[src/rtl/fifo_uart_tx_pkg.sv]
// fifo_uart_pkg: shared types and helpers for the FIFO-to-UART transmit drain.
//   tx_state_t   : frame sequencer states
//   UART_DATA_W  : serial payload width (one FIFO word)
//   even_parity(): parity bit that makes the count of ones in data+parity even
package fifo_uart_pkg;

  localparam int UART_DATA_W = 8;

  typedef enum logic [2:0] {
    IDLE   = 3'd0,
    FETCH  = 3'd1,
    START  = 3'd2,
    DATA   = 3'd3,
    PARITY = 3'd4,
    STOP   = 3'd5
  } tx_state_t;

  function automatic logic even_parity(input logic [UART_DATA_W-1:0] data);
    even_parity = ^data;
  endfunction

endpackage

[src/rtl/fifo_uart_tx_if.sv]
// fifo_uart_tx_if: FIFO read side plus serial outputs of the transmit drain.
//   empty, dout      : FIFO status and read data (FIFO -> drain)
//   rd               : FIFO read strobe (drain -> FIFO)
//   tx, busy,
//   frame_done       : serial line and frame status (drain -> downstream)
// master = the drain, slave = the FIFO / line observer.
interface fifo_uart_tx_if;
  import fifo_uart_pkg::*;

  logic                   empty;
  logic [UART_DATA_W-1:0] dout;
  logic                   rd;
  logic                   tx;
  logic                   busy;
  logic                   frame_done;

  modport master (
    input  empty, dout,
    output rd, tx, busy, frame_done
  );

  modport slave (
    output empty, dout,
    input  rd, tx, busy, frame_done
  );

endinterface

[src/rtl/fifo_uart_tx_bit_timer.sv]
// uart_bit_timer: free-running bit-period counter.
//   clk_i/rst : clock and synchronous active-high reset (ports clk, rst)
//   clr       : restart the count at 0 in the next cycle
//   tick      : high in the last cycle of a bit period (count == CLKS_PER_BIT-1)
//   pre_tick  : high one cycle before tick, lets the caller register
//               outputs that must coincide with tick
module uart_bit_timer #(
  parameter int unsigned CLKS_PER_BIT = 32'd16
) (
  input  logic clk,
  input  logic rst,
  input  logic clr,
  output logic tick,
  output logic pre_tick
);

  localparam int CNT_W = (CLKS_PER_BIT > 32'd1) ? $clog2(CLKS_PER_BIT) : 1;
  localparam logic [CNT_W-1:0] CNT_ZERO = CNT_W'(0);
  localparam logic [CNT_W-1:0] CNT_ONE  = CNT_W'(1);
  localparam logic [CNT_W-1:0] CNT_LAST = CNT_W'(CLKS_PER_BIT - 32'd1);
  localparam logic [CNT_W-1:0] CNT_PRE  = CNT_W'(CLKS_PER_BIT - 32'd2);

  logic [CNT_W-1:0] cnt_q;
  logic [CNT_W-1:0] cnt_d;

  assign tick     = (cnt_q == CNT_LAST);
  assign pre_tick = (cnt_q == CNT_PRE);

  // Next count: clear on request, wrap after the last cycle, else increment.
  always_comb begin
    cnt_d = cnt_q;
    if (clr) begin
      cnt_d = CNT_ZERO;
    end else if (tick) begin
      cnt_d = CNT_ZERO;
    end else begin
      cnt_d = cnt_q + CNT_ONE;
    end
  end

  // Count register.
  always_ff @(posedge clk) begin
    if (rst) begin
      cnt_q <= CNT_ZERO;
    end else begin
      cnt_q <= cnt_d;
    end
  end

endmodule

[src/rtl/fifo_uart_tx.sv]
// fifo_uart_tx: drains bytes from a synchronous FIFO and serialises each one
// as start bit, 8 data bits LSB first, optional even parity, one stop bit.
//   clk         : clock, all state changes on the rising edge
//   rst         : synchronous active-high reset
//   bus.empty   : FIFO empty flag
//   bus.dout    : FIFO read data, valid the cycle after a read
//   bus.rd      : FIFO read strobe (the only combinational output)
//   bus.tx      : serial line, idles high
//   bus.busy    : high while not IDLE
//   bus.frame_done : one-cycle pulse in the last cycle of the stop bit
module fifo_uart_tx
  import fifo_uart_pkg::*;
#(
  parameter int unsigned CLKS_PER_BIT = 32'd16,
  parameter bit          PARITY_EN    = 1'b0
) (
  input  logic            clk,
  input  logic            rst,
  fifo_uart_tx_if.master  bus
);

  tx_state_t              state_q, state_d;
  logic [UART_DATA_W-1:0] shreg_q, shreg_d;
  logic                   par_q, par_d;
  logic [2:0]             idx_q, idx_d;
  logic                   tx_q, tx_d;
  logic                   busy_q;
  logic                   done_q, done_d;
  logic                   tick_s;
  logic                   pre_tick_s;
  logic                   clr_s;

  // Every state entry restarts the bit period at 0.
  assign clr_s = (state_d != state_q);

  uart_bit_timer #(
    .CLKS_PER_BIT (CLKS_PER_BIT)
  ) u_timer (
    .clk      (clk),
    .rst      (rst),
    .clr      (clr_s),
    .tick     (tick_s),
    .pre_tick (pre_tick_s)
  );

  // Reads only from IDLE, so there is at most one read per frame.
  assign bus.rd         = (state_q == IDLE) && !bus.empty && !rst;
  assign bus.tx         = tx_q;
  assign bus.busy       = busy_q;
  assign bus.frame_done = done_q;

  // Frame sequencer: next state, shift register, parity and bit index.
  always_comb begin
    state_d = state_q;
    shreg_d = shreg_q;
    par_d   = par_q;
    idx_d   = idx_q;
    case (state_q)
      IDLE: begin
        if (!bus.empty) begin
          state_d = FETCH;
        end else begin
          state_d = IDLE;
        end
      end
      FETCH: begin
        shreg_d = bus.dout;
        par_d   = even_parity(bus.dout);
        state_d = START;
      end
      START: begin
        if (tick_s) begin
          idx_d   = 3'd0;
          state_d = DATA;
        end else begin
          state_d = START;
        end
      end
      DATA: begin
        if (tick_s) begin
          shreg_d = {1'b0, shreg_q[UART_DATA_W-1:1]};
          idx_d   = idx_q + 3'd1;
          if (idx_q == 3'd7) begin
            state_d = PARITY_EN ? PARITY : STOP;
          end else begin
            state_d = DATA;
          end
        end else begin
          state_d = DATA;
        end
      end
      PARITY: begin
        if (tick_s) begin
          state_d = STOP;
        end else begin
          state_d = PARITY;
        end
      end
      STOP: begin
        if (tick_s) begin
          state_d = IDLE;
        end else begin
          state_d = STOP;
        end
      end
      default: begin
        state_d = IDLE;
      end
    endcase
  end

  // Line level follows the state being entered so tx lines up with it
  // despite being registered.
  always_comb begin
    tx_d = 1'b1;
    case (state_d)
      START:   tx_d = 1'b0;
      DATA:    tx_d = shreg_d[0];
      PARITY:  tx_d = par_d;
      default: tx_d = 1'b1;
    endcase
  end

  // frame_done is registered one cycle early so it lands on the stop bit's
  // last cycle.
  always_comb begin
    if ((state_q == STOP) && pre_tick_s) begin
      done_d = 1'b1;
    end else begin
      done_d = 1'b0;
    end
  end

  // State and output registers.
  always_ff @(posedge clk) begin
    if (rst) begin
      state_q <= IDLE;
      shreg_q <= {UART_DATA_W{1'b0}};
      par_q   <= 1'b0;
      idx_q   <= 3'd0;
      tx_q    <= 1'b1;
      busy_q  <= 1'b0;
      done_q  <= 1'b0;
    end else begin
      state_q <= state_d;
      shreg_q <= shreg_d;
      par_q   <= par_d;
      idx_q   <= idx_d;
      tx_q    <= tx_d;
      busy_q  <= (state_d != IDLE);
      done_q  <= done_d;
    end
  end

endmodule

[src/flat_wrapper.sv]
// flat-port wrapper written by rule: the top's interface ports become plain ports
module fifo_uart_tx_flat import fifo_uart_pkg::*;
#(
  parameter int unsigned CLKS_PER_BIT = 32'd16,
  parameter bit          PARITY_EN    = 1'b0
)
  (clk, rst, bus_empty, bus_dout, bus_rd, bus_tx, bus_busy, bus_frame_done);
  fifo_uart_tx_if bus_i ();
  input  logic clk;
  input  logic rst;
  input wire logic [$bits(bus_i.empty)-1:0] bus_empty;
  input wire logic [$bits(bus_i.dout)-1:0] bus_dout;
  output wire logic [$bits(bus_i.rd)-1:0] bus_rd;
  output wire logic [$bits(bus_i.tx)-1:0] bus_tx;
  output wire logic [$bits(bus_i.busy)-1:0] bus_busy;
  output wire logic [$bits(bus_i.frame_done)-1:0] bus_frame_done;
  assign bus_i.empty = bus_empty;
  assign bus_i.dout = bus_dout;
  assign bus_rd = bus_i.rd;
  assign bus_tx = bus_i.tx;
  assign bus_busy = bus_i.busy;
  assign bus_frame_done = bus_i.frame_done;
  fifo_uart_tx #(.CLKS_PER_BIT(CLKS_PER_BIT), .PARITY_EN(PARITY_EN)) u_core (.clk(clk), .rst(rst), .bus(bus_i));
endmodule
[config.mk]
export PLATFORM = sky130hd
export DESIGN_NAME = fifo_uart_tx_flat
export DESIGN_NICKNAME = d
export VERILOG_FILES = /design/src/rtl/fifo_uart_tx_pkg.sv /design/src/rtl/fifo_uart_tx_if.sv /design/src/rtl/fifo_uart_tx_bit_timer.sv /design/src/rtl/fifo_uart_tx.sv /design/src/flat_wrapper.sv
export SDC_FILE = /design/constraint.sdc
export NUM_CORES = 1
export LEC_CHECK = 0
export ABC_AREA = 1
export BUFFER_PORTS_ARGS = -buffer_cell sky130_fd_sc_hd__buf_2
export CORE_UTILIZATION = 32
export CTS_CLUSTER_SIZE = 8
export DETAILED_ROUTE_END_ITERATION = 12
export GPL_ROUTABILITY_DRIVEN = 0
export GPL_TIMING_DRIVEN = 0
export SYNTH_ARGS = -nofsm -noshare
export SYNTH_HDL_FRONTEND = slang
export SYNTH_SLANG_ARGS = --single-unit
[constraint.sdc]
create_clock -name clk -period 3.5 [get_ports clk]
set_input_delay 0.175 -clock clk [delete_from_list [all_inputs] [get_ports clk]]
set_output_delay 0.175 -clock clk [all_outputs]
set_load 0.05 [all_outputs]
==> flow_summary.json, run 1 <==
{
  "run_status": "complete, no violations",
  "die_area_mm2": 0.004301,
  "cts_max_path_buffers": 2,
  "path_clk_slew_ps": 70,
  "tns_ps": 0,
  "hp-class": "input pin to flip-flop",
  "finalWirelength_um": 2307,
  "async_flop_share_pct": 0,
  "syn-instance-count": 186,
  "holdBufCountCts": 0,
  "drtPass1Iterations": 4,
  "syn2layout_area_growth_pct": 13.93,
  "start_util_pct": 34.31,
  "cts-resized-gates": 0,
  "wl_per_cell_um": 9.191,
  "p_clk_share_pct": 32.0,
  "slew_viol_final": 0,
  "cts_tree": "done",
  "drtIter0Drc": 31,
  "ys_ff_latch": 22,
  "hold_viol_final": 0,
  "drive_gt1_share_pct": 20.69,
  "finalSetupViolations": 0,
  "ctsRootBufferMaster": "clkbuf_8",
  "critPathArrivalTime_ps": 1700,
  "fmax_mhz": 645.1,
  "reg2reg_setup_slack_ps": 1950,
  "diodes": 0,
  "grt_util_all_layers_pct": 12.31,
  "core_mm2": 0.003771,
  "insertion_delay_ps": 250,
  "floorplan.rows": 22,
  "ys_types": 29,
  "grt_max_degree": 13,
  "synth_area_leaders": "dfxtp_1, nand2_1, nor2_1",
  "cts_num_sinks": 22,
  "die_x_um": 65.59,
  "drc": 0,
  "fin_worst_skew_ps": 2.946,
  "fin_crit_sh_pct": 44.29,
  "p_int_mw": 0.3991,
  "final_period_minus_worst_setup_slack_ps": 1550,
  "final_util_pct": 39.08,
  "dp_hpwl_um": 1834,
  "viasPerCell": 4.530,
  "port-buffer-count": 13,
  "rsz0062_at_grt": "false",
  "seqPwrFrac_pct": 49.5,
  "htreeDepth": 1,
  "synth_edf_count": 0,
  "fin_hold_ws_ps": 134.4,
  "grt_pass1_wl_um": 4181,
  "synth_area_leader_cell": "dfxtp_1",
  "ant_nets": 0,
  "grt_pass1_vias": 1016,
  "yosys.area.top_type_share_pct": 34.04,
  "die_y_um": 65.59,
  "vdd_drop_max_v": 0.0001829,
  "drv_cap": 0,
  "numCtsBuffers": 3,
  "gr-total-overflow": 0,
  "syn_area_mm2": 0.001294,
  "pwr-share-comb_pct": 18.6,
  "ys.flop_type": "dfxtp_1",
  "start_kind": "flip-flop",
  "synth_nets": 201,
  "grt_antenna_before_repair": 0,
  "post_cts_buffers": 0,
  "tightest_slew_ps": 460.1,
  "yosys-top-cells-count": "nand2_1, dfxtp_1, nor2_1, inv_1, a21oi_1",
  "powerDensity_mw_per_mm2": 372.4,
  "yosysWarningCount": 0,
  "synth.avg_cell_area_um2": 6.956,
  "crit_required_ps": 3650,
  "yosysMostFrequentCell": "nand2_1",
  "critical_path_class": "flip-flop to flip-flop",
  "p_leak_nw": 0.7561,
  "vias": 1137,
  "switchingPower_mw": 0.1499,
  "cp_max_fo": 8,
  "seq_area_frac_synth_pct": 34.04,
  "finalNetCount": 219,
  "endpoint_kind": "flip-flop",
  "switching_share_pct": 27.31,
  "max_slew_margin_pct": 69.33,
  "io_pins": 15
}
## state kept, by name (all words and copies together), names as in the netlist
signal and count:
u_core.state_q 3, u_core.bus.busy 1, u_core.bus.tx 1, u_core.bus.frame_done 1
u_core.u_timer.cnt_q 4, u_core.idx_q 3, u_core.par_q 1, u_core.shreg_q 8
## path summary, 6_finish.rpt
check,startpoint,end,cells after the start
worst min-delay path,rst,u_core.shreg_q[6],2
worst max register to register,u_core.u_timer.cnt_q[0],u_core.bus.tx,8
worst max-delay path,u_core.u_timer.cnt_q[0],u_core.bus.tx,8
worst min register to register,u_core.shreg_q[7],u_core.shreg_q[7],2
## critical path: stages (launching register included)
cell      delay (ps)
dfxtp_1          380
ha_1             250
nand3_2          180
nand2_1          120
nand2_2          110
nand2_1          110
nand3_1           70
a21boi_0         180
a21oi_1           60
## cells in the final DEF (no fill, tap or decap)
cell type  netlist  routed
nand4_2          1       1
xor2_1           1       1
o21ai_2          1       1
a21oi_4          1       1
nand2_2          7       7
nor3_2           1       1
nand2_4          1       1
clkbuf_1         1       1
nor2_1          18      18
ha_1             4       4
nand4_1          1       1
inv_2            3       3
or2_2            1       1
a21oi_1         11      11
buf_2            0      13
nor2_2           2       2
nor3_1           2       2
a21boi_0         1       1
nand3_1          6       6
inv_1           17      17
buf_4            2       2
clkbuf_8         1       5
nor2_8           2       2
nand2_1         67      67
a31oi_1          1       1
a311oi_1         1       1
nand3_2          2       2
xnor2_1          2       2
a22oi_1          6       6
dfxtp_1         22      22
## power groups by stage
stage          sequential, mW  clock (mW)  combinational (mW)
6_report                0.272       0.175               0.102
5_1_grt                 0.273       0.192               0.118
4_1_cts                 0.272       0.183               0.103
3_5_place_dp            0.277           0               0.103
3_3_place_gp            0.277           0               0.102
2_1_floorplan           0.284           0              0.0699
## area by class of cell
| cell class | count | area [um2] |
|---|---|---|
| fill | 405 | 2297 |
| multi-input combinational | 140 | 745.7 |
| sequential | 22 | 440.4 |
| inverter | 20 | 75.07 |
| timing repair buffer | 13 | 65.06 |
| tap | 48 | 60.06 |
| clock buffer | 4 | 55.05 |
| buffer | 4 | 32.53 |
## cell families (layout without fill, tap and decap cells)
group	after synthesis	after routing	share of synthesized area, %
AND/OR/NAND/NOR	111	111	40.33
buffers and inverters	24	41	8.316
AO/OA/AOI/OAI	22	22	11.41
flip-flops	22	22	34.04
adder cells (fa/ha/maj)	4	4	3.869
XOR/XNOR	3	3	2.031
## per-stage QoR
step	setup slack (ps)	cells	total power, mW	area (um2)
5_1_grt	1766	251	0.5829	1474
3_5_place_dp	1932	247	0.3806	1419
4_1_cts	1911	251	0.5581	1474
3_3_place_gp	1924	247	0.3795	1419
2_1_floorplan	2055	186	0.3536	1294
6_report	1950	251	0.5490	1474
## metal layers
metal	part of all wire (%)	GRT usage, %
met1	51	16.49
met2	45	20.23
met3	2.7	1.563
met4	0.52	4.076
met5	0	0
Power figures use the tool's default switching activity.
==> run 2, diff against run 1 <==
--- a/config.mk
+++ b/config.mk
@@ -5,7 +5,7 @@
 export SDC_FILE = /design/constraint.sdc
 export NUM_CORES = 1
 export LEC_CHECK = 0
-export ABC_AREA = 1
+export ABC_AREA = 0
 export BUFFER_PORTS_ARGS = -buffer_cell sky130_fd_sc_hd__buf_2
 export CORE_UTILIZATION = 32
 export CTS_CLUSTER_SIZE = 8
==> constraint.sdc (replaced) <==
create_clock -name clk -period 1.4 [get_ports clk]
set_input_delay 0.07 -clock clk [delete_from_list [all_inputs] [get_ports clk]]
set_output_delay 0.07 -clock clk [all_outputs]
set_load 0.05 [all_outputs]
==> run 2 against run 1 <==
Net effect: the run now ends with setup timing left; critical path depth is 2 lower; synthesized cell count shrank 32%; final area shrank 0.68%; hold slack lost 120 ps; non-clock buffer count increased by 12; routed wire length is 5.9% higher; highest routed layer unchanged.
==> flow_summary.json, run 2 <==
{
  "multiInputGateArea_um2": 694.4,
  "endpoint_kind": "flip-flop",
  "cts_tree": "done",
  "floorplan.rows": 20,
  "powerDensity_mw_per_mm2": 1056,
  "drtPass1Iterations": 4,
  "io_pins": 15,
  "violations": "setup timing",
  "pre_cts_ws_ps": -283.0,
  "yosys.area.top_type_share_pct": 40.37,
  "dp_hpwl_um": 1653,
  "drive_gt1_share_pct": 36.84,
  "diodes": 0,
  "yosys-top-cells-count": "dfxtp_1, nor2_1, nand3_1, xnor2_1, o22ai_1",
  "core_mm2": 0.003153,
  "p_leak_nw": 0.5519,
  "die_area_mm2": 0.003647,
  "grt_pass1_wl_um": 4133,
  "cts_max_path_buffers": 2,
  "syn-instance-count": 127,
  "ys_types": 34,
  "final_cell_mix": "dfxtp_1, nor2_1, buf_2, buf_4, nand3_1",
  "async_flop_share_pct": 0,
  "finalSetupViolations": 11,
  "synth_edf_count": 0,
  "postPlaceCellArea_mm2": 0.001246,
  "syn2layout_area_growth_pct": 34.17,
  "start_kind": "flip-flop",
  "rsz0062_at_grt": "true",
  "grt_max_degree": 14,
  "setup_ws_ps": -133.8,
  "final_area_mm2": 0.001464,
  "port-buffer-count": 13,
  "fillers": 324,
  "seq_area_frac_synth_pct": 40.37,
  "grt_pass1_vias": 932,
  "vdd_drop_max_v": 0.0003844,
  "top_regs": "u_core.shreg_q: 8 flops, u_core.u_timer.cnt_q: 4 flops",
  "synth_area_leader_cell": "dfxtp_1",
  "yosysWarningCount": 0,
  "numCtsBuffers": 3,
  "holdBufCountCts": 0,
  "viasPerCell": 5.000,
  "cp_max_fo": 5,
  "hold_viol_final": 0,
  "synth_nets": 142,
  "ctsRootBufferMaster": "clkbuf_4",
  "finalNetCount": 168,
  "crit_required_ps": 1600,
  "finalWirelength_um": 2443,
  "htreeDepth": 1,
  "largest_register_ffs": 8,
  "start_util_pct": 34.60,
  "yosysMostFrequentCell": "dfxtp_1",
  "insertion_delay_ps": 310,
  "path_clk_slew_ps": 120,
  "vias": 980,
  "drtIter0Drc": 39,
  "fin_crit_sh_pct": 109.6,
  "critical_path_class": "flip-flop to flip-flop",
  "die_y_um": 60.39,
  "slew_viol_final": 0,
  "fmax_mhz": 652.0,
  "power_mw": 1.546,
  "ant_nets": 0,
  "gr-total-overflow": 0,
  "grt_antenna_before_repair": 0,
  "top_register": "u_core.shreg_q",
  "cts_num_sinks": 22,
  "synth.avg_cell_area_um2": 8.591,
  "hp-class": "input pin to flip-flop",
  "wl_per_cell_um": 12.46,
  "ys_ff_latch": 22,
  "final_common_cell": "dfxtp_1",
  "drv_cap": 0,
  "synth_area_leaders": "dfxtp_1, nor2_1, xnor2_1",
  "final_period_minus_worst_setup_slack_ps": 1534,
  "fin_worst_skew_ps": 2.802,
  "critPathArrivalTime_ps": 1740,
  "grt_util_all_layers_pct": 15.39,
  "die_x_um": 60.39,
  "run_status": "finished with violations",
  "drc": 0,
  "seqCellArea_um2": 452.9,
  "max_slew_margin_pct": 69.61,
  "tightest_slew_ps": 455.8,
  "syn_area_mm2": 0.001091,
  "ys.flop_type": "dfxtp_1"
}
run 2: changes by cell type after synthesis, moves of 3 or more:
cell | previous run | this run
nand2_1 | 67 | 5
nand3_1 | 6 | 9
inv_1 | 17 | 4
inv_2 | 3 | 0
nand2_2 | 7 | 1
o21ai_0 | 0 | 6
a21oi_1 | 11 | 6
a211oi_1 | 0 | 6
xnor2_1 | 2 | 8
a22oi_1 | 6 | 1
buf_2 | 0 | 4
o22ai_1 | 0 | 7
run 2: final timing paths:
| path | startpoint | to | slack [ps] | cells past startpoint |
|---|---|---|---|---|
| worst max-delay path | u_core.u_timer.cnt_q[1] | u_core.bus.tx | -130 | 6 |
| worst min-delay path | bus_dout[7] | u_core.shreg_q[7] | 10 | 3 |
| worst max register to register | u_core.u_timer.cnt_q[1] | u_core.bus.tx | -130 | 6 |
| worst min register to register | u_core.idx_q[2] | u_core.idx_q[2] | 490 | 2 |
run 2: final cells by class:
class                      instances  area share (%)
multi-input combinational         93           47.44
sequential                        22           30.94
timing repair buffer              23           10.00
tap                               44           3.761
buffer                             6           3.248
clock inverter                     1           2.051
clock buffer                       3           1.538
inverter                           4           1.026
run 2: kinds of logic (layout without fill, tap and decap cells):
kind of cell | Yosys count | in the layout | synth area share [%]
AOI/OAI and AO/OA | 31 | 31 | 18.69
and+or+nand+nor | 47 | 47 | 21.79
muxes | 1 | 1 | 0.9175
DFF | 22 | 22 | 40.37
xor gates and xnor gates | 10 | 10 | 8.028
adders and majority gates | 4 | 4 | 4.587
buffers and inverters | 12 | 37 | 5.619
run 2: repair_timing:
action / 4_1_cts / 5_1_grt
resized for setup: 12 / 20
pin swaps: 1 / 4
buffers inserted: 6 / 4
setup endpoints to repair: 16 / 17
run 2: layer usage:
| metal | vias to the layer above | wire length [um] | track usage, % |
|---|---|---|---|
| li1 | 495 | - | - |
| met1 | 465 | 1119 | 17.91 |
| met2 | 15 | 1222 | 26.53 |
| met3 | 5 | 48 | 3.198 |
| met4 | 0 | 53 | 7.973 |
| met5 | - | 0 | 0 |
run 2: power breakdown:
part | switching, mW | internal [mW]
Clock | 0.202 | 0.290
Combinational | 0.190 | 0.156
Sequential | 0.0363 | 0.672
run 2: worst max-delay path, stage by stage (launching register included):
cell and delay (ps):
dfxtp_2 380, ha_4 140, and3_4 220, nand2_2 70, or3_1 320, a21oi_2 180, a32oi_1 120
run 2: metrics by stage:
stage / TNS, ps / std cells / utilization [%] / hold slack, ps
detailed placement: -1902 / 184 / 39.52 / 358.9
CTS: -1204 / 193 / 43.49 / 7.139
global route: -1714 / 196 / 46.43 / 22.83
finish: -607.9 / 196 / 46.43 / 10.31
floorplan: -285.9 / 127 / - / 210.1
global placement: -1347 / 184 / 39.52 / 338.7
